==> src/rtl/video_timing_pkg.sv <==
// Shared display-timing constants and types for the sync generator,
// pattern generator and their benches. Defaults describe 640x480@60.
package video_timing_pkg;

  localparam int CW = 10;
  localparam logic SYNC_POL = 1'b0;

  localparam int H_ACTIVE = 640;
  localparam int H_FRONT  = 16;
  localparam int H_WIDTH  = 96;
  localparam int H_BACK   = 48;

  localparam int V_ACTIVE = 480;
  localparam int V_FRONT  = 10;
  localparam int V_WIDTH  = 2;
  localparam int V_BACK   = 33;

  typedef logic [CW-1:0] tcnt_t;

endpackage

==> src/rtl/syncgen_if.sv <==
// Timing bus between the sync generator (master) and its consumers (slave).
// locked comes from the pixel-clock generator; everything else is produced
// by the sync generator.
interface syncgen_if;
  import video_timing_pkg::*;

  logic  locked;
  tcnt_t hcnt;
  tcnt_t vcnt;
  logic  hsync;
  logic  vsync;
  logic  de;
  logic  frame_start;

  modport master (
    input  locked,
    output hcnt, vcnt, hsync, vsync, de, frame_start
  );

  modport slave (
    input locked, hcnt, vcnt, hsync, vsync, de, frame_start
  );

endinterface

==> src/rtl/syncgen.sv <==
// Display timing generator: pixel/line counters plus one registered decode
// stage, so hsync/vsync/de/frame_start trail the counters by one pixel clock.
// A consumer that registers pixel data from hcnt/vcnt once lines up with them.
// HPERIOD-1 and VPERIOD-1 must fit in the package counter width.
module syncgen #(
  parameter int   H_ACTIVE = video_timing_pkg::H_ACTIVE,
  parameter int   H_FRONT  = video_timing_pkg::H_FRONT,
  parameter int   H_WIDTH  = video_timing_pkg::H_WIDTH,
  parameter int   H_BACK   = video_timing_pkg::H_BACK,
  parameter int   V_ACTIVE = video_timing_pkg::V_ACTIVE,
  parameter int   V_FRONT  = video_timing_pkg::V_FRONT,
  parameter int   V_WIDTH  = video_timing_pkg::V_WIDTH,
  parameter int   V_BACK   = video_timing_pkg::V_BACK,
  parameter logic SYNC_POL = video_timing_pkg::SYNC_POL
) (
  input logic       pck,
  input logic       rst_n,
  syncgen_if.master bus
);
  import video_timing_pkg::*;

  localparam int HPERIOD = H_ACTIVE + H_FRONT + H_WIDTH + H_BACK;
  localparam int VPERIOD = V_ACTIVE + V_FRONT + V_WIDTH + V_BACK;

  // All decode bounds are pre-sized to the counter width so every compare
  // is a plain unsigned CW-bit compare with no intermediate arithmetic.
  localparam tcnt_t H_LAST   = tcnt_t'(HPERIOD - 1);
  localparam tcnt_t V_LAST   = tcnt_t'(VPERIOD - 1);
  localparam tcnt_t H_VIS    = tcnt_t'(H_ACTIVE);
  localparam tcnt_t V_VIS    = tcnt_t'(V_ACTIVE);
  localparam tcnt_t HS_START = tcnt_t'(H_ACTIVE + H_FRONT);
  localparam tcnt_t HS_END   = tcnt_t'(H_ACTIVE + H_FRONT + H_WIDTH);
  localparam tcnt_t VS_START = tcnt_t'(V_ACTIVE + V_FRONT);
  localparam tcnt_t VS_END   = tcnt_t'(V_ACTIVE + V_FRONT + V_WIDTH);
  localparam logic  SYNC_IDLE = ~SYNC_POL;

  tcnt_t hcnt;
  tcnt_t vcnt;
  logic  hsync;
  logic  vsync;
  logic  de;
  logic  frame_start;
  logic  line_end;

  assign line_end = (hcnt == H_LAST);

  // Pixel and line counters; losing lock parks the raster at the origin.
  always_ff @(posedge pck or negedge rst_n) begin
    if (!rst_n) begin
      hcnt <= '0;
      vcnt <= '0;
    end else if (!bus.locked) begin
      hcnt <= '0;
      vcnt <= '0;
    end else if (line_end) begin
      hcnt <= '0;
      vcnt <= (vcnt == V_LAST) ? '0 : vcnt + tcnt_t'(1);
    end else begin
      hcnt <= hcnt + tcnt_t'(1);
    end
  end

  // Registered decode of the current counter position.
  always_ff @(posedge pck or negedge rst_n) begin
    if (!rst_n) begin
      de          <= 1'b0;
      hsync       <= SYNC_IDLE;
      vsync       <= SYNC_IDLE;
      frame_start <= 1'b0;
    end else if (!bus.locked) begin
      de          <= 1'b0;
      hsync       <= SYNC_IDLE;
      vsync       <= SYNC_IDLE;
      frame_start <= 1'b0;
    end else begin
      de          <= (hcnt < H_VIS) && (vcnt < V_VIS);
      hsync       <= ((hcnt >= HS_START) && (hcnt < HS_END)) ? SYNC_POL : SYNC_IDLE;
      vsync       <= ((vcnt >= VS_START) && (vcnt < VS_END)) ? SYNC_POL : SYNC_IDLE;
      frame_start <= (hcnt == '0) && (vcnt == '0);
    end
  end

  assign bus.hcnt        = hcnt;
  assign bus.vcnt        = vcnt;
  assign bus.hsync       = hsync;
  assign bus.vsync       = vsync;
  assign bus.de          = de;
  assign bus.frame_start = frame_start;

endmodule
==> src/flat_wrapper.sv <==
// flat-port wrapper written by rule: the top's interface ports become plain ports
module syncgen_flat import video_timing_pkg::*;
#(
  parameter int   H_ACTIVE = video_timing_pkg::H_ACTIVE,
  parameter int   H_FRONT  = video_timing_pkg::H_FRONT,
  parameter int   H_WIDTH  = video_timing_pkg::H_WIDTH,
  parameter int   H_BACK   = video_timing_pkg::H_BACK,
  parameter int   V_ACTIVE = video_timing_pkg::V_ACTIVE,
  parameter int   V_FRONT  = video_timing_pkg::V_FRONT,
  parameter int   V_WIDTH  = video_timing_pkg::V_WIDTH,
  parameter int   V_BACK   = video_timing_pkg::V_BACK,
  parameter logic SYNC_POL = video_timing_pkg::SYNC_POL
)
  (pck, rst_n, bus_locked, bus_hcnt, bus_vcnt, bus_hsync, bus_vsync, bus_de, bus_frame_start);
  syncgen_if bus_i ();
  input logic pck;
  input logic rst_n;
  input wire logic [$bits(bus_i.locked)-1:0] bus_locked;
  output wire logic [$bits(bus_i.hcnt)-1:0] bus_hcnt;
  output wire logic [$bits(bus_i.vcnt)-1:0] bus_vcnt;
  output wire logic [$bits(bus_i.hsync)-1:0] bus_hsync;
  output wire logic [$bits(bus_i.vsync)-1:0] bus_vsync;
  output wire logic [$bits(bus_i.de)-1:0] bus_de;
  output wire logic [$bits(bus_i.frame_start)-1:0] bus_frame_start;
  assign bus_i.locked = bus_locked;
  assign bus_hcnt = bus_i.hcnt;
  assign bus_vcnt = bus_i.vcnt;
  assign bus_hsync = bus_i.hsync;
  assign bus_vsync = bus_i.vsync;
  assign bus_de = bus_i.de;
  assign bus_frame_start = bus_i.frame_start;
  syncgen #(.H_ACTIVE(H_ACTIVE), .H_FRONT(H_FRONT), .H_WIDTH(H_WIDTH), .H_BACK(H_BACK), .V_ACTIVE(V_ACTIVE), .V_FRONT(V_FRONT), .V_WIDTH(V_WIDTH), .V_BACK(V_BACK), .SYNC_POL(SYNC_POL)) u_core (.pck(pck), .rst_n(rst_n), .bus(bus_i));
endmodule
==> config.mk <==
export PLATFORM = sky130hd
export DESIGN_NAME = syncgen_flat
export DESIGN_NICKNAME = d
export VERILOG_FILES = /design/src/rtl/video_timing_pkg.sv /design/src/rtl/syncgen_if.sv /design/src/rtl/syncgen.sv /design/src/flat_wrapper.sv
export SDC_FILE = /design/constraint.sdc
export NUM_CORES = 1
export LEC_CHECK = 0
export CAP_MARGIN = 20
export CORE_ASPECT_RATIO = 1.2
export CORE_MARGIN = 2
export CORE_UTILIZATION = 50
export DETAILED_ROUTE_END_ITERATION = 16
export GPL_TIMING_DRIVEN = 0
export PLACE_DENSITY = 0.75
export SLEW_MARGIN = 20
export SYNTH_ARGS = -nofsm -noshare
export SYNTH_HDL_FRONTEND = slang
export SYNTH_SLANG_ARGS = --single-unit
==> constraint.sdc <==
create_clock -name pck -period 2.26 [get_ports pck]
set_input_delay 0.226 -clock pck [delete_from_list [all_inputs] [get_ports pck]]
set_output_delay 0.226 -clock pck [all_outputs]
set_load 0.02 [all_outputs]
==> flow_summary.toml, run 1 <==
[run_status]
status = "finished clean"

[floorplanning]
dieArea_um2 = 3060
fp.dieW_um = 50.8
ios = 27
die_y_um = 60.2
coreArea_um2 = 2530
initial_core_util = 0.521
num_rows = 20

[route]
first_pass_iters = 4
viasPerCell = 5.72
vias = 1167
drt_wl_total_um = 2970
drt_iter0_drc = 50
drc = 0
antenna_left = 0
wl_per_cell_um = 14.6

[grt]
grt_max_degree = 25
overflow = 0
grt_pass1_vias = 1129
grtUsageTotal = 0.220
antenna_found_initial = 0
grt_pass1_wl_um = 5090

[synthesis]
synth_edf_count = 0
synthArstFlopShare = 1.00
avgSynthCellArea_um2 = 9.40
yosysTopAreaCell = "dfrtp_1"
ys_seq_elements = 24
synth_seq_area_share = 0.458
synth_top_cell_area_share = 0.418
syn-num-nets = 147
synth_area_leaders = "dfrtp_1 42%, nor2_1 4.3%, dfstp_2 4.0%"
syn_inst = 140
netlist_area_um2 = 1320
ys.flop_type = "dfrtp_1"
ys_types = 34
yosys_warnings = 0

[final_layout]
drive_gt1_frac = 0.0936
multi_input_comb_area_um2 = 669
area_growth_pct = 26.0
fillCellCount = 210
antennaDiodeCount = 0
final_util = 0.656
regArea_um2 = 606
nets = 179

[setup_path]
cp_cell_sequence = "inv_1 > ha_1 > or4b_4 > o41a_1 > and3_1 > a221o_1"
worstPathArrival_ps = 2410
criticalPathCategory = "flip-flop to flip-flop"
rrSetupSlack_ps = 70
required_ps = 2480
cpMaxStageDelayCell = "or4b_4"
ff2ff_path_depth = 6
crit_path_start_kind = "flip-flop"
rr_endpoint = "u_core.bus.vcnt[3]$_DFFE_PN0P_"
cp_max_fo = 6
endpoint_kind = "flip-flop"
max_stage_delay_ps = 490
r2r-start = "u_core.bus.vcnt[1]$_DFFE_PN0P_"

[sta]
fmax_mhz = 457
setup_ws_ps = 70.1
worst_slew_margin_rel = 0.660
setup-tns-final_ps = 0
worst_slew_pin_slew_ps = 510
period_needed_ps = 2190
finalClockSkew_ps = 11.1
rsz0062_at_grt = "no"
setup_viol = 0
hold_slack_ps = 393
timing.final.crit_share = 0.969
slew_violations = 0
report.final.hold_viol_count = 0

[power]
power.leakage_nw = 0.679
combPwrFrac = 0.105
p_int_w = 0.000535
sw_frac_of_total = 0.251
share_seq_of_total_power = 0.618
p_sw_w = 0.000180
ir_worst_vdd_mv = 0.319
pwr-share-clk = 0.277
powerDensity_nw_per_um2 = 431

[placed_design]
place_ws_ps = 1.88
port_buffers = 26
hpwl_um = 2160
place_congestion = 0.914

[clock_network]
ctsLongestPathBuffers = 2
cts_buffers = 3
clock_sinks = 24
clock-root-buffer = "clkbuf_4"
cts_max_level = 1
path_clk_slew_ps = 140
cts_tree = "done"
clock_latency_ps = 310

[run]
cap_violations = 0

[hold_path]
hold_path_class = "primary input to async pin"
worst max-delay path, delay by kind of cell, from the launching register on:
kind	cells	cell delay, ps
AOI/OAI and AO/OA	2	720
adders and majority gates	1	130
buffers and inverters	1	90
DFF	1	470
and+or+nand+nor	2	680
synthesized netlist by cell type (2+ instances only):
cell type  count
ha_1           4
xnor2_1        6
clkbuf_1       5
a221o_1        2
a22o_1         4
dfrtp_1       22
nand2_1       10
nand3_1        9
nor2_1        15
o21ai_1        6
nand4_1        8
and2_1         3
dfstp_2        2
o31ai_1        2
inv_1          6
nor4b_1        2
nor4_1         2
and3_1         3
a21o_1         2
nor3_1        10
xor2_1         3
or3_1          2
power by group through the flow:
stage	clock network, W	registers, W	logic (W)
floorplan	0	0.000459	0.0000288
global placement	0	0.000450	0.0000734
detailed placement	0	0.000450	0.0000753
CTS	0.000205	0.000442	0.0000763
global route	0.000228	0.000444	0.0000837
finish	0.000198	0.000442	0.0000749
per-layer routing:
metal  GRT usage  share of wire  vias to the layer above  wire length (µm)
li1            -              -                      567                 -
met1       0.286           0.44                      550              1300
met2       0.376           0.50                       44              1480
met3      0.0300          0.048                        6               144
met4      0.0811          0.016                        0                48
met5           0              0                        -                 0
metrics by stage:
stage / area (µm²) / total power (W) / instances
floorplan: 1320 / 0.000488 / 140
global placement: 1620 / 0.000524 / 199
detailed placement: 1620 / 0.000525 / 199
CTS: 1650 / 0.000723 / 203
global route: 1660 / 0.000755 / 204
finish: 1660 / 0.000715 / 204
logic make-up (layout without fill, tap and decap cells):
logic type,after synthesis,after routing,share of synthesized area
AO/OA/AOI/OAI,20,20,0.125
XOR/XNOR,9,9,0.0599
adder cells (fa/ha/maj),4,4,0.0380
buffers and inverters,13,44,0.0380
flip-flops,24,24,0.458
AND/OR/NAND/NOR,70,70,0.280
area by class of cell:
cell class	count	area share
multi-input combinational	103	0.403
sequential	24	0.365
timing repair buffer	27	0.160
tap	33	0.0249
clock buffer	4	0.0158
inverter	7	0.0158
buffer	6	0.0151
how the worst max path moves through the flow:
stage | slack (ps) | end | startpoint | depth (start not counted)
3_3_place_gp | 20 | u_core.bus.vcnt[3]$_DFFE_PN0P_ | bus_locked | 5
4_1_cts | 50 | u_core.bus.vcnt[3]$_DFFE_PN0P_ | u_core.bus.vcnt[1]$_DFFE_PN0P_ | 6
5_1_grt | 0.6 | u_core.bus.vcnt[3]$_DFFE_PN0P_ | u_core.bus.vcnt[1]$_DFFE_PN0P_ | 6
6_report | 70 | u_core.bus.vcnt[3]$_DFFE_PN0P_ | u_core.bus.vcnt[1]$_DFFE_PN0P_ | 6
3_5_place_dp | 2 | u_core.bus.vcnt[3]$_DFFE_PN0P_ | u_core.bus.hcnt[0]$_DFF_PN0_ | 5
2_1_floorplan | 130 | u_core.bus.vcnt[3]$_DFFE_PN0P_ | u_core.bus.vcnt[1]$_DFFE_PN0P_ | 6
state kept, by name, summed over array words and instances, names as in the netlist:
signal / count
u_core.bus.frame_start: 1
u_core.bus.vcnt: 10
u_core.bus.de: 1
u_core.bus.hsync: 1
u_core.bus.vsync: 1
u_core.bus.hcnt: 10
cell usage in the layout (no fill, tap or decap), types with 4 or more instances in the layout:
cell,synthesis,final
clkdlybuf4s50_1,0,25
dfrtp_1,22,20
nor2_1,15,15
nand2_1,10,10
nor3_1,10,10
nand3_1,9,9
nand4_1,8,8
inv_1,6,6
xnor2_1,6,6
o21ai_1,6,6
clkbuf_1,5,5
a22o_1,4,4
ha_1,4,4
repair_timing:
| item | CTS | global route |
|---|---|---|
| setup buffers | 0 | 0 |
| hold endpoints to repair | 0 | 22 |
| pin swaps | 0 | 1 |
| hold buffers | 0 | 1 |
| gates resized for setup | 1 | 4 |
| endpoints found under the setup margin | 2 | 5 |
(Power assumes the default switching activity.)
==> inputs of run 2 (changes only) <==
Settings changed: CTS_BUF_LIST from default to sky130_fd_sc_hd__clkbuf_16, RECOVER_POWER from default to 50.
==> run 2 against run 1 <==
Net effect:
- utilization increased by 2.2 points
- critical path depth unchanged
- largest power group unchanged
- global-route usage decreased by 0.29 points
- clock power increased by 93%
- highest routed layer unchanged
- total power increased by 26%
- flip-flop and latch count unchanged
- first-iteration DRC count decreased by 48%
- cell count unchanged
==> flow_summary.toml, run 2 (synthesis gave the netlist of run 1 again) <==
[route]
drt_iter0_drc = 26
antenna_left = 0
wl_per_cell_um = 14.5
drc = 0
first_pass_iters = 4
viasPerCell = 5.66
vias = 1155
drt_wl_total_um = 2960

[floorplanning]
num_rows = 20
die_y_um = 60.2
initial_core_util = 0.521
coreArea_um2 = 2530
ios = 27
fp.dieW_um = 50.8
dieArea_um2 = 3060

[grt]
overflow = 0
antenna_found_initial = 0
grtUsageTotal = 0.217
grt_pass1_vias = 1126
grt_max_degree = 25
grt_pass1_wl_um = 5080

[sta]
fmax_mhz = 467
slew_violations = 0
worst_slew_pin_slew_ps = 1270
setup-tns-final_ps = 0
finalClockSkew_ps = 2.82
timing.final.crit_share = 0.947
rsz0062_at_grt = "no"
period_needed_ps = 2140
setup_viol = 0
report.final.hold_viol_count = 0
worst_slew_margin_rel = 0.152

[setup_path]
cp_cell_sequence = "inv_1 > ha_1 > or4b_4 > o41a_1 > and3_1 > a221o_1"
crit_path_start_kind = "flip-flop"
criticalPathCategory = "flip-flop to flip-flop"
cp_max_fo = 6
cp_top_family = "simple AND/OR/NAND/NOR gates"
max_stage_delay_ps = 490
required_ps = 2400
cpMaxStageDelayCell = "or4b_4"
path_buf_inv = 1
endpoint_kind = "flip-flop"
worstPathArrival_ps = 2280

[final_layout]
final_common_cell = "dfrtp_1"
antennaDiodeCount = 0
final_cell_mix = "21 x dfrtp_1, 18 x clkdlybuf4s50_1, 15 x nor2_1, 10 x nand2_1, 10 x nor3_1"
area_growth_pct = 30.2
nets = 179
final_util = 0.678
drive_gt1_frac = 0.0819
reg.largest.list = "u_core.bus.hcnt: 10 flops, u_core.bus.vcnt: 10 flops"

[power]
pwr-share-clk = 0.425
finalPower_w = 0.000899
p_int_w = 0.000702
ir_worst_vdd_mv = 0.442
powerDensity_nw_per_um2 = 525
combPwrFrac = 0.083
power.leakage_nw = 0.726
share_seq_of_total_power = 0.492
p_sw_w = 0.000198
sw_frac_of_total = 0.220

[run_status]
status = "finished clean"

[clock_network]
clock_sinks = 24
clock-root-buffer = "clkbuf_16"
cts_tree = "done"
clock_latency_ps = 260
cts_buffers = 3
cts_max_level = 1
path_clk_slew_ps = 60
ctsLongestPathBuffers = 2

[placed_design]
port_buffers = 26
hpwl_um = 2160
place_congestion = 0.914

[hold_path]
hold_path_class = "flip-flop to flip-flop"

[run]
cap_violations = 0
[run 2: cell types whose count changed in the layout (fill, tap and decap cells not counted), sizes merged]
cell,delta
clkdlybuf4s50,-7
dlygate4sd3,+7
inv,+1
buf,-1
[run 2: area by class of cell]
| class | count | area, µm² |
|---|---|---|
| sequential | 24 | 604 |
| timing repair buffer | 27 | 264 |
| clock buffer | 3 | 75.1 |
| inverter | 7 | 26.3 |
| clock inverter | 1 | 3.75 |
| multi-input combinational | 103 | 674 |
| fill | 196 | 813 |
| tap | 33 | 41.3 |
| buffer | 6 | 25.0 |
[run 2: metal layers]
layer / vias to the layer above / global-route usage / share of wire
li1: 567 / - / -
met1: 557 / 0.279 / 0.45
met2: 26 / 0.385 / 0.51
met3: 5 / 0.0150 / 0.026
met4: 0 / 0.0811 / 0.013
met5: - / 0 / 0
[run 2: final timing paths]
check                      slack, ps  cells past startpoint                            from                              to
min in group asynchronous        770                      2                           rst_n    u_core.bus.hcnt[7]$_DFF_PN0_
hold reg to reg                  550                      1  u_core.bus.vcnt[0]$_DFFE_PN0P_  u_core.bus.vcnt[0]$_DFFE_PN0P_
hold / removal                   550                      1  u_core.bus.vcnt[0]$_DFFE_PN0P_  u_core.bus.vcnt[0]$_DFFE_PN0P_
setup / recovery                 120                      6  u_core.bus.vcnt[1]$_DFFE_PN0P_  u_core.bus.vcnt[3]$_DFFE_PN0P_
setup reg to reg                 120                      6  u_core.bus.vcnt[1]$_DFFE_PN0P_  u_core.bus.vcnt[3]$_DFFE_PN0P_
max in group asynchronous        650                      2                           rst_n  u_core.bus.vcnt[0]$_DFFE_PN0P_
[run 2: per-stage QoR]
stage / area (µm²) / std cells / setup slack [ps] / hold slack, ps
after global routing: 1710 / 204 / 10.6 / 561
after CTS: 1700 / 203 / 47.8 / 546
final: 1710 / 204 / 120 / 546
after floorplan: 1320 / 140 / 130 / -69.6
after detailed placement: 1620 / 199 / 1.88 / 533
after global placement: 1620 / 199 / 15.2 / 525
[run 2: worst reg2reg max path, delay by kind of cell, from the launching register on]
family	cells	cell delay, ps
simple gates	2	690
compound gates	2	660
flops	1	440
fa+ha+maj	1	130
buf+inv	1	110
[run 2: power by group through the flow]
stage | combinational [W] | clock [W] | sequential, W
finish | 0.0000748 | 0.000382 | 0.000442
global route | 0.0000831 | 0.000409 | 0.000443
CTS | 0.0000762 | 0.000390 | 0.000442
detailed placement | 0.0000753 | 0 | 0.000450
global placement | 0.0000734 | 0 | 0.000450
floorplan | 0.0000288 | 0 | 0.000459
[run 2: what timing repair did]
action | in CTS | in global routing
hold buffers | 0 | 1
pin swaps | 0 | 2
gates resized for setup | 1 | 4
endpoints found under the hold margin | 0 | 22
setup endpoints to repair | 2 | 5
setup buffers | 0 | 0
==> inputs of run 3 (changes only) <==
Settings changed: SETUP_SLACK_MARGIN from default to 0.5.
==> run 3 against run 2 <==
Net effect:
- clock power is 2% higher
- largest cell class unchanged
- register-to-register slack gained 80 ps
- cell count increased by 3.4%
- first-iteration DRC count increased by 100%
- clock skew shrank 0.84 ps
- worst hold slack better by 18 ps
- via count grew 8.2%
- largest power group unchanged
==> flow_summary.toml, run 3 (synthesis gave the netlist of run 1 again) <==
[run_status]
status = "finished clean"

[run]
cap_violations = 0

[final_layout]
area_growth_pct = 39.5
drive_gt1_frac = 0.174
final_cell_mix = "20 x dfrtp_1, 17 x clkdlybuf4s50_1, 15 x nor2_1, 10 x nor3_1"
fillCellCount = 188
reg.largest.list = "u_core.bus.hcnt: 10 flops, u_core.bus.vcnt: 10 flops"
nets = 186
final_util = 0.727
final_common_cell = "dfrtp_1"
design_area_um2 = 1840
antennaDiodeCount = 0

[sta]
hold_slack_ps = 564
report.final.hold_viol_count = 0
setup-tns-final_ps = 0
timing.final.crit_share = 0.913
setup_viol = 0
rsz0062_at_grt = "yes"
finalClockSkew_ps = 1.98
worst_slew_margin_rel = 0.165
fmax_mhz = 485
slew_violations = 0
worst_slew_pin_slew_ps = 1250
setup_ws_ps = 196
period_needed_ps = 2060

[route]
viasPerCell = 5.92
drt_iter0_drc = 53
vias = 1250
met3_length_um = 189
drt_wl_total_um = 3400
first_pass_iters = 4
antenna_left = 0
drc = 0
met1_length_um = 1430
top_layer = "met4"
wl_met2_um = 1730
wl_per_cell_um = 16.1

[floorplanning]
coreArea_um2 = 2530
initial_core_util = 0.521
ios = 27
fp.dieW_um = 50.8
dieArea_um2 = 3060
die_y_um = 60.2
num_rows = 20

[grt]
grtUsageTotal = 0.238
grt_max_degree = 25
overflow = 0
grt_pass1_vias = 1177
antenna_found_initial = 0
grt_pass1_wl_um = 5470

[clock_network]
clock_sinks = 24
clock-root-buffer = "clkbuf_16"
cts_max_level = 1
clock_latency_ps = 260
cts_tree = "done"
cts_buffers = 3
ctsLongestPathBuffers = 2
path_clk_slew_ps = 60

[setup_path]
cp_cell_sequence = "inv_2 > ha_4 > or4b_4 > o41a_1 > and3_1 > a221o_1"
worstPathArrival_ps = 2200
required_ps = 2400
criticalPathCategory = "flip-flop to flip-flop"
crit_path_start = "u_core.bus.vcnt[1]$_DFFE_PN0P_"
endpoint_kind = "flip-flop"
crit_path_start_kind = "flip-flop"
max_stage_delay_ps = 490
cp_max_fo = 4
cpMaxStageDelayCell = "or4b_4"
r2r-start = "u_core.bus.vcnt[1]$_DFFE_PN0P_"

[placed_design]
place_ws_ps = 1.60
hpwl_um = 2130
place_area_um2 = 1620
place_congestion = 0.924
port_buffers = 26

[power]
powerDensity_nw_per_um2 = 500
power.leakage_nw = 0.777
ir_worst_vdd_mv = 0.477

[hold_path]
hold_start = "u_core.bus.hcnt[0]$_DFF_PN0_"
hold_path_class = "flip-flop to flip-flop"
[run 3: layout make-up]
type / count / area (µm²) / area share
Buffer: 6 / 31.3 / 0.0170
Clock buffer: 3 / 75.1 / 0.0409
Clock inverter: 1 / 3.75 / 0.00204
Inverter: 7 / 26.3 / 0.0143
Multi-Input combinational cell: 103 / 737 / 0.401
Sequential cell: 24 / 606 / 0.330
Tap cell: 33 / 41.3 / 0.0225
Timing Repair Buffer: 34 / 317 / 0.172
[run 3: critical path, delay by kind of cell, from the launching register on]
family | cells | cell delay [ps]
AO/OA/AOI/OAI | 2 | 660
AND/OR/NAND/NOR | 2 | 680
adder cells (fa/ha/maj) | 1 | 110
buffers and inverters | 1 | 80
flip-flops | 1 | 410
[run 3: through the flow]
stage	std cells	power, W
2_1_floorplan	140	0.000488
3_3_place_gp	199	0.000524
3_5_place_dp	199	0.000525
4_1_cts	209	0.000910
5_1_grt	211	0.000954
6_report	211	0.000917
[run 3: path summary, 6_finish.rpt]
| kind | to | slack [ps] | depth (start not counted) |
|---|---|---|---|
| max | u_core.bus.vcnt[3]$_DFFE_PN0P_ | 200 | 6 |
| min | u_core.bus.hcnt[0]$_DFF_PN0_ | 560 | 1 |
| max reg2reg | u_core.bus.vcnt[3]$_DFFE_PN0P_ | 200 | 6 |
| min reg2reg | u_core.bus.hcnt[0]$_DFF_PN0_ | 560 | 1 |
| max in group asynchronous | u_core.bus.vcnt[0]$_DFFE_PN0P_ | 670 | 2 |
| min in group asynchronous | u_core.bus.hcnt[2]$_DFF_PN0_ | 760 | 2 |
[run 3: timing repair]
action                                  in CTS  in global routing
hold endpoints to repair                     0                 22
pin swaps                                    2                  3
setup buffers                                6                  1
gates cloned                                 0                  0
resized for setup                            3                 13
endpoints found under the setup margin      12                 16
hold buffers                                 0                  1
[run 3: report_power, final]
group	switching [W]	internal [W]	total, W	leakage, nW
sequential	0.00000633	0.000437	0.000443	0.319
clock	0.000152	0.000237	0.000389	0.0385
combinational	0.0000499	0.0000354	0.0000852	0.419
total	0.000209	0.000709	0.000917	0.777
[run 3: routing by layer]
| metal | vias up | GRT usage |
|---|---|---|
| met3 | 7 | 0.0175 |
| met4 | 0 | 0.104 |
| met5 | - | 0 |
| li1 | 582 | - |
| met2 | 60 | 0.382 |
| met1 | 601 | 0.332 |
